## config.mk

```make
export PLATFORM = sky130hd
export DESIGN_NAME = count_direction_decoder_flat
export DESIGN_NICKNAME = d
export VERILOG_FILES = /design/src/rtl/count_direction_decoder_if.sv /design/src/rtl/count_direction_decoder.sv /design/src/flat_wrapper.sv
export SDC_FILE = /design/constraint.sdc
export NUM_CORES = 1
export LEC_CHECK = 0
export CORE_ASPECT_RATIO = 1.2
export CORE_MARGIN = 3
export CORE_UTILIZATION = 35
export CTS_CLUSTER_DIAMETER = 100
export DETAILED_ROUTE_END_ITERATION = 10
export SYNTH_ARGS = -nofsm -noshare
export SYNTH_HDL_FRONTEND = slang
export SYNTH_SLANG_ARGS = --single-unit
```

## constraint.sdc

```tcl
create_clock -name clk -period 2.36 [get_ports clk]
set_clock_uncertainty 0.2 [all_clocks]
set_input_delay 0.472 -clock clk [delete_from_list [all_inputs] [get_ports clk]]
set_output_delay 0.472 -clock clk [all_outputs]
set_load 0.05 [all_outputs]
```

## src/rtl/count_direction_decoder_if.sv

```systemverilog
// Bundle of the count sample stream and the decoded direction outputs.
// Master drives samples; slave is the decoder.
interface count_direction_decoder_if #(
    parameter int BITS = 4
);
    logic [BITS-1:0] count;
    logic            count_valid;
    logic            clear;
    logic            dir;
    logic            dir_valid;
    logic            up_step;
    logic            down_step;
    logic            hold;
    logic            wrap;
    logic            err;
    logic [7:0]      rev_count;

    modport master (
        output count, count_valid, clear,
        input  dir, dir_valid, up_step, down_step, hold, wrap, err, rev_count
    );

    modport slave (
        input  count, count_valid, clear,
        output dir, dir_valid, up_step, down_step, hold, wrap, err, rev_count
    );
endinterface

```

## src/rtl/count_direction_decoder.sv

```systemverilog
// Recovers the count direction of an up/down counter from successive samples,
// flagging steps, holds, wraps, illegal jumps and direction reversals.
//
// state  | meaning
// EMPTY  | no reference sample; next valid sample becomes prev
// PRIMED | reference known, direction not yet seen
// UP     | last accepted step was +1
// DOWN   | last accepted step was -1
// FAULT  | illegal jump seen; samples ignored until clear/reset
module count_direction_decoder #(
    parameter int BITS = 4
) (
    input  logic                     clk,
    input  logic                     reset,
    count_direction_decoder_if.slave bus
);
    typedef enum logic [2:0] {EMPTY, PRIMED, UP, DOWN, FAULT} state_t;

    localparam logic [BITS-1:0] MAX = '1;

    state_t          state;
    logic [BITS-1:0] prev;
    logic [BITS-1:0] delta;
    logic            is_up;
    logic            is_down;
    logic            is_hold;

    logic            dir_r;
    logic            dir_valid_r;
    logic            up_step_r;
    logic            down_step_r;
    logic            hold_r;
    logic            wrap_r;
    logic            err_r;
    logic [7:0]      rev_count_r;

    // With BITS = 1 a delta of 1 is also 2^BITS-1; the up step takes priority.
    assign delta   = bus.count - prev;
    assign is_up   = (delta == BITS'(1));
    assign is_down = !is_up && (delta == MAX);
    assign is_hold = (delta == '0);

    always_ff @(posedge clk) begin
        if (!reset) begin
            state       <= PRIMED;
            prev        <= MAX;
            dir_r       <= 1'b0;
            dir_valid_r <= 1'b0;
            up_step_r   <= 1'b0;
            down_step_r <= 1'b0;
            hold_r      <= 1'b0;
            wrap_r      <= 1'b0;
            err_r       <= 1'b0;
            rev_count_r <= 8'd0;
        end else begin
            up_step_r   <= 1'b0;
            down_step_r <= 1'b0;
            hold_r      <= 1'b0;
            wrap_r      <= 1'b0;
            if (bus.clear) begin
                state       <= EMPTY;
                err_r       <= 1'b0;
                dir_valid_r <= 1'b0;
            end else if (bus.count_valid) begin
                case (state)
                    EMPTY: begin
                        prev  <= bus.count;
                        state <= PRIMED;
                    end
                    PRIMED, UP, DOWN: begin
                        if (is_hold) begin
                            hold_r <= 1'b1;
                        end else if (is_up) begin
                            if (state == DOWN && rev_count_r != 8'hFF)
                                rev_count_r <= rev_count_r + 8'd1;
                            state       <= UP;
                            dir_r       <= 1'b1;
                            dir_valid_r <= 1'b1;
                            up_step_r   <= 1'b1;
                            wrap_r      <= (prev == MAX);
                            prev        <= bus.count;
                        end else if (is_down) begin
                            if (state == UP && rev_count_r != 8'hFF)
                                rev_count_r <= rev_count_r + 8'd1;
                            state       <= DOWN;
                            dir_r       <= 1'b0;
                            dir_valid_r <= 1'b1;
                            down_step_r <= 1'b1;
                            wrap_r      <= (prev == '0);
                            prev        <= bus.count;
                        end else begin
                            state       <= FAULT;
                            err_r       <= 1'b1;
                            dir_valid_r <= 1'b0;
                        end
                    end
                    default: begin
                    end
                endcase
            end
        end
    end

    assign bus.dir       = dir_r;
    assign bus.dir_valid = dir_valid_r;
    assign bus.up_step   = up_step_r;
    assign bus.down_step = down_step_r;
    assign bus.hold      = hold_r;
    assign bus.wrap      = wrap_r;
    assign bus.err       = err_r;
    assign bus.rev_count = rev_count_r;
endmodule

```

## src/flat_wrapper.sv

```systemverilog
// flat-port wrapper written by rule: the top's interface ports become plain ports
module count_direction_decoder_flat 
#(
    parameter int BITS = 4
)
  (clk, reset, bus_count, bus_count_valid, bus_clear, bus_dir, bus_dir_valid, bus_up_step, bus_down_step, bus_hold, bus_wrap, bus_err, bus_rev_count);
  count_direction_decoder_if #(.BITS(BITS)) bus_i ();
  input  logic clk;
  input  logic reset;
  input wire logic [$bits(bus_i.count)-1:0] bus_count;
  input wire logic [$bits(bus_i.count_valid)-1:0] bus_count_valid;
  input wire logic [$bits(bus_i.clear)-1:0] bus_clear;
  output wire logic [$bits(bus_i.dir)-1:0] bus_dir;
  output wire logic [$bits(bus_i.dir_valid)-1:0] bus_dir_valid;
  output wire logic [$bits(bus_i.up_step)-1:0] bus_up_step;
  output wire logic [$bits(bus_i.down_step)-1:0] bus_down_step;
  output wire logic [$bits(bus_i.hold)-1:0] bus_hold;
  output wire logic [$bits(bus_i.wrap)-1:0] bus_wrap;
  output wire logic [$bits(bus_i.err)-1:0] bus_err;
  output wire logic [$bits(bus_i.rev_count)-1:0] bus_rev_count;
  assign bus_i.count = bus_count;
  assign bus_i.count_valid = bus_count_valid;
  assign bus_i.clear = bus_clear;
  assign bus_dir = bus_i.dir;
  assign bus_dir_valid = bus_i.dir_valid;
  assign bus_up_step = bus_i.up_step;
  assign bus_down_step = bus_i.down_step;
  assign bus_hold = bus_i.hold;
  assign bus_wrap = bus_i.wrap;
  assign bus_err = bus_i.err;
  assign bus_rev_count = bus_i.rev_count;
  count_direction_decoder #(.BITS(BITS)) u_core (.clk(clk), .reset(reset), .bus(bus_i));
endmodule
```

### Word level (Yosys, flattened, before mapping)

Index checks and enable logic that the tools add are counted.

| operators by class | value |
|---|---|
| mux-type cells | 22 |
| reductions and logical operators | 24 |
| add/sub/neg operators | 2 |
| bitwise operators | 7 |
| equal/unequal tests | 11 |

Operator list:

| operator | count |
|---|---|
| 2-to-1 mux 8 bit | 4 |
| AND reduction 5 bit | 3 |
| 2-to-1 mux 4 bit | 3 |
| 2-to-1 mux 1 bit | 10 |
| 2-to-1 mux 3 bit | 3 |
| AND reduction 3 bit | 3 |
| adder 8 x 1 -> 8 bit, second input constant | 1 |
| equality test 4 bit, second input constant | 2 |
| zero test 4 bit | 2 |
| inequality test 8 bit, second input constant | 1 |
| one-hot mux 4 bit (2 select lines) | 1 |
| nonzero test 2 bit | 4 |
| NOT 1 bit | 7 |
| AND reduction 7 bit | 1 |
| equality test 3 x 2 -> 1 bit, second input constant | 2 |
| one-hot mux 3 bit (2 select lines) | 1 |
| OR reduction 6 bit | 1 |
| OR reduction 5 bit | 1 |
| equality test 4 x 1 -> 1 bit, second input constant | 1 |
| inequality test 2 bit, second input constant | 2 |
| OR reduction 4 bit | 1 |
| subtractor 4 bit | 1 |
| equality test 3 x 1 -> 1 bit, second input constant | 1 |
| logical AND 1 bit | 3 |
| 7 further kinds | 7 |

| word-level totals | value |
|---|---|
| output and inout bits | 15 |
| bits in registers | 22 |
| word-level logic and storage cells | 77 |
| input port bits | 8 |

### Longest topological paths before layout

| logic depth | value |
|---|---|
| depth after elaboration | 10 |
| gate-level depth with buffers | 9 |
| mapped depth without buffers | 9 |

### Least setup slack after synthesis

Ideal clock, no wire load.

| path | value |
|---|---|
| path kind | input port to flip-flop |
| start | in bus_count[0] |
| end | reg u_core.dir_r (netlist: u_core.bus.dir) |
| required time | 2030 ps |
| library setup time | 130 ps |
| stages | 7 |
| data arrival time | 2239 ps |
| buffers on the path | 1 |
| setup slack | -208 ps |
| cell sequence | inv_1 -> ha_1 -> fa_1 -> or4_4 -> buf_6 -> o41ai_1 -> a21oi_1 |

| on the way | value |
|---|---|
| word-level cells in the longest chain between the ends | 6 |
| elaborated cells between the ends (all ways) | 10 |
| those cells by class | 1 x add/sub; 2 x eq/ne; 1 x mux; 1 x bitwise; 5 x reduce/logical |

RTL lines:

| element | RTL line | text |
|---|---|---|
| from (decl) | flat_wrapper.sv:10 | `input wire logic [$bits(bus_i.count)-1:0] bus_count;` |
| subtractor 4 bit * | count_direction_decoder.sv:38 | `assign delta = bus.count - prev;` |
| equality test 4 x 1 -> 1 bit | count_direction_decoder.sv:39 | `assign is_up = (delta == BITS'(1));` |
| zero test 1 bit | count_direction_decoder.sv:40 | `assign is_down = !is_up && (delta == MAX);` |
| logical AND 1 bit | count_direction_decoder.sv:40 |  |
| nonzero test 2 bit (no source line) | -- |  |
| AND reduction 5 bit (no source line) | -- |  |
| to (signal assigned) | count_direction_decoder.sv:47 | `dir_r <= 1'b0;` |
| to (signal assigned) | count_direction_decoder.sv:77 | `dir_r <= 1'b1;` |
| to (signal assigned) | count_direction_decoder.sv:86 | `dir_r <= 1'b0;` |
| to (decl) | count_direction_decoder.sv:28 | `logic dir_r;` |

Mark *: on every way between the ends. The rest lies on a longest branch, timed or not.
A chain may end at the register's enable or synchronous reset.

### Final worst setup path

| path | value |
|---|---|
| start | in bus_count[0] |
| end | reg u_core.prev[0] |

| on the way | value |
|---|---|
| word-level cells in the longest chain between the ends | 6 |
| elaborated cells between the ends (all ways) | 13 |
| those cells by class | 1 x add/sub; 4 x eq/ne; 4 x mux; 4 x reduce/logical |

RTL lines:

| element | RTL line | text |
|---|---|---|
| subtractor 4 bit | count_direction_decoder.sv:38 |  |
| equality test 4 x 1 -> 1 bit | count_direction_decoder.sv:39 |  |
| zero test 1 bit | count_direction_decoder.sv:40 |  |
| logical AND 1 bit | count_direction_decoder.sv:40 |  |
| inequality test 3 x 1 -> 1 bit (no source line) | -- |  |
| AND reduction 5 bit (no source line) | -- |  |
| to (signal assigned) | count_direction_decoder.sv:67 | `prev <= bus.count;` |
| to (signal assigned) | count_direction_decoder.sv:81 | `prev <= bus.count;` |
| to (signal assigned) | count_direction_decoder.sv:90 | `prev <= bus.count;` |
| to (decl) | count_direction_decoder.sv:22 | `logic [BITS-1:0] prev;` |

Parallel ways exist; a longest one is shown, timed or not. The select of a mux whose other input is x is not followed.

==> results by stage <==
Status:
- The run finished, with violations left.
- The checks that failed: negative setup slack.

Worst setup path:
- The critical path runs through a total of 9 cells.
- The worst setup path is launched from a primary input.
- The cell count of the worst reg-to-reg path is 6.
- The endpoint identified for the worst register-to-register timing path is u_core.prev[0].
- The reg-to-reg critical path startpoint is u_core.prev[0].
- STA classifies the critical path endpoint as a flip-flop.
- The data required time of the worst path is about 2.4 ns.
- The largest incremental delay on the critical path is 0.57 ns.
- The class of the most critical setup path is primary input to flip-flop.
- The setup check on the worst reg-to-reg path leaves a slack of -0.03 ns.
- The gate family responsible for the most delay along the worst path is adder cells.
- In this run the worst path has a maximum fanout of 8.
- The count of buffering cells on the critical path with inverters included is 3.
- The data arrival at the endpoint of the critical path is 2.43 ns.
- The signal on the critical path passes through buf_2, buf_6, inv_12, ha_4, fa_2, or4_4, a21boi_4, o21ai_1, o311ai_1.
- The worst setup path startpoint is bus_count[0].
- For this design, the slowest cell found on the critical path is sky130_fd_sc_hd__or4_4.

Floorplan:
- The number of top-level pins is 23.
- In this run the horizontal extent of the chip is between 50 and 60 µm.
- The starting density of the core is 0.375.
- The area of the die is roughly 4100 µm².
- The die boundary height is around 70 µm.
- The initialized floorplan defines 22 standard-cell rows.
- The core area is roughly 3200 µm².

Power and ir drop:
- The total design power is 0.996 mW.
- The static leakage is about 0.66 nW.
- The areal power density over the cells is 549 nW/µm².
- The maximum VDD drop is 413 µV.

Route:
- The count of vias placed by the detailed router is roughly 1.2k.
- In the final routed layout, each cell accounts on average for roughly 14 µm.
- The routed via count divided by cell count is 5.51.
- The first routing iteration left 28 violations.
- After detailed routing, the number of remaining DRC violations is 0.
- The first TritonRoute pass finished after 4 iterations.
- Wires add up to 3.07 mm.
- The detail route stage leaves a number of antenna-violating nets equal to 0.

Min path:
- The startpoint identified for the worst hold timing path is bus_count[1].
- The number of stages on the worst hold path is 3.
- In this run the worst hold path is classified as primary input to flip-flop.
- The worst hold path terminates at u_core.prev[1].

Cells and area:
- The net count of the finished layout is roughly 200.
- The library cell used most frequently in the layout, excluding fill and tap cells, is sky130_fd_sc_hd__dfxtp_1.
- The number of inserted diodes is 0.
- The layout-stage area growth over the synthesis result is 53.0%.
- The top cell types in the final layout, fill and taps aside, are sky130_fd_sc_hd__dfxtp_1, sky130_fd_sc_hd__clkdlybuf4s50_1, sky130_fd_sc_hd__buf_4.
- The post-layout instance count excluding filler cells is around 220.
- The share of cells above drive strength 1 is 0.293.
- The layout has between 200 and 300 filler cells.
- The final design instance area without fill is 1810 µm².

Global route:
- The maximum number of pins on one net before global-route repair is 14.
- The number of global-route vias before repair is 1212.
- The first global-routing pass estimated approximately 5.2 mm of wire.
- The remaining global-route overflow is 0.
- The number of antenna violations at the first check in global routing was 0.
- Across every metal layer, demand over resource in global routing totals 0.162.

STA:
- The slew at the pin closest to its max-slew limit is 0.687 ns.
- Setup violations remaining at the end of the flow were counted as 5.
- The count of final hold-check violations is 0.
- Setup slack on the critical path of the routed design comes to -0.0420 ns.
- Timing would allow up to about 420 MHz.
- Setup repair after global routing could not meet its margin everywhere.
- The count of pins over their slew limit is 0.
- Measured against its own limit, the worst slew margin works out to 0.537.
- Dividing the final minimum period by the clock period gives 1.02.
- Subtracting the final worst setup slack from the clock period gives approximately 2.4 ns.

Logic synthesis:
- The sequential share of the synthesized area is 0.371.
- After synthesis the cells add up to around 1200 µm².
- The count of unique library cells instantiated by Yosys is 42.
- Yosys printed 0 warnings.
- In the synthesized netlist, the number of instances is between 100 and 150.
- The flop and latch count out of synthesis is 22.
- Synthesis produced a netlist with a net count of between 150 and 200.
- The synthesized area per cell is 8.47 µm².

Placed design:
- Once detailed placement completed, the half-perimeter wirelength came to between 2 and 2.5 mm.
- After detailed placement, the design holds a cell count of 211.
- Routability-driven placement finished with a final weighted congestion of 0.928.
- Input and output buffers added on the ports amount to 22.
- After detailed placement, the total cell area comes to about 1600 µm².

Clock network:
- TritonCTS built the clock tree.
- Clock-pin slew was measured on the worst setup and hold paths at around 0.13 ns.
- After clock tree synthesis, the flow added hold-fix buffers numbering 0.
- In this run the deepest clock path goes through 2 buffers.
- Buffers inserted during clock tree synthesis total 3.
- The clock net sink count is 22.
- The master cell of the clock root buffer is sky130_fd_sc_hd__clkbuf_4.
- The clock insertion delay at the later pin of the skew report is roughly 0.32 ns.
- In this run the number of H-tree levels came out at 1.

Job:
- Max-cap violations in this run came to 0.
[how the worst max path moves through the flow]
stage | to | slack, ns
6_report | u_core.prev[0] | -0.04
5_1_grt | u_core.prev[3] | -0.11
4_1_cts | u_core.prev[2] | -0.07
3_5_place_dp | u_core.bus.rev_count[6] | -0.79
3_3_place_gp | u_core.bus.rev_count[4] | -0.75
2_1_floorplan | u_core.prev[0] | -0.09
[sequential cells by signal, indices dropped and copies added, names as in the netlist]
name                  count
u_core.prev               4
u_core.bus.rev_count      8
u_core.bus.dir_valid      1
u_core.bus.hold           1
u_core.bus.down_step      1
u_core.bus.err            1
u_core.state              3
u_core.bus.up_step        1
u_core.bus.wrap           1
u_core.bus.dir            1
[synth_stat cells (all sizes together)]
cell type	number	area (µm²)
a2111oi	2	20.0
a211oi	1	7.51
a21boi	1	18.8
a21o	4	30.0
a21oi	10	53.8
a31oi	1	6.26
a41oi	1	8.76
and2	1	6.26
and3	1	6.26
and3b	1	8.76
and4	1	8.76
buf	1	11.3
clkbuf	2	7.51
clkinv	1	3.75
dfxtp	22	440
fa	1	20.0
ha	4	50.1
inv	10	37.5
mux2i	2	20.0
nand2	9	33.8
nand2b	2	12.5
nand3	7	35.0
nand3b	1	7.51
nand4	3	18.8
nor2	16	60.1
nor2b	2	12.5
nor3	4	25.0
nor3b	1	7.51
nor4	1	6.26
o2111ai	1	8.76
o21a	2	15.0
o21ai	9	45.0
o311ai	5	43.8
o31ai	1	7.51
o41ai	1	8.76
or4	1	11.3
xnor2	5	43.8
xor2	2	17.5
[what timing repair did]
item	CTS	global route
cloned	0	0
setup buffers	2	0
endpoints found under the setup margin	22	18
pin swaps	11	9
gates resized for setup	15	16
[report_power, final]
part | internal, mW | switching (mW) | leakage, nW
combinational | 0.135 | 0.167 | 0.457
sequential | 0.385 | 0.0145 | 0.177
clock | 0.172 | 0.121 | 0.0279
[final cells by class]
class                      instances  area [µm²]  share of cell area
clock buffer                       3        22.5              0.0124
timing repair buffer              40         352               0.194
sequential                        22         444               0.245
clock inverter                     1        30.0              0.0166
tap                               36        45.0              0.0248
inverter                          11        53.8              0.0297
multi-input combinational        104         867               0.478
[worst reg2reg max path: cells and delay by family (launching register included)]
family | cells | cell delay, ns
flops | 1 | 0.40
fa+ha+maj | 2 | 0.63
compound gates | 3 | 0.49
simple gates | 1 | 0.57
[metal layers]
layer  GRT usage  vias up  wire, µm  share of wire
met2       0.267       28      1570           0.51
met3      0.0261       10       106          0.034
li1            -      592         -              -
met1       0.190      565      1310           0.42
met5           0        -         0              0
met4      0.0982        0        87          0.028
[per-stage QoR]
step | hold slack, ns | setup WS, ns | util | TNS [ns]
final | 0.269 | -0.0420 | 0.573 | -0.126
after global routing | 0.257 | -0.108 | 0.573 | -0.718
after CTS | 0.287 | -0.0744 | 0.558 | -0.394
after detailed placement | 0.256 | -0.787 | 0.515 | -14.81
after global placement | 0.250 | -0.747 | 0.515 | -14.09
after floorplan | 0.255 | -0.0862 | - | -0.532
[cell families after synthesis]
kind of cell               synth area share
adders and majority gates            0.0591
and+or+nand+nor                       0.219
xor gates and xnor gates             0.0517
AOI/OAI and AO/OA                     0.231
buffers and inverters                0.0506
muxes                                0.0169
DFF                                   0.371
Power figures use the tool's default switching activity.
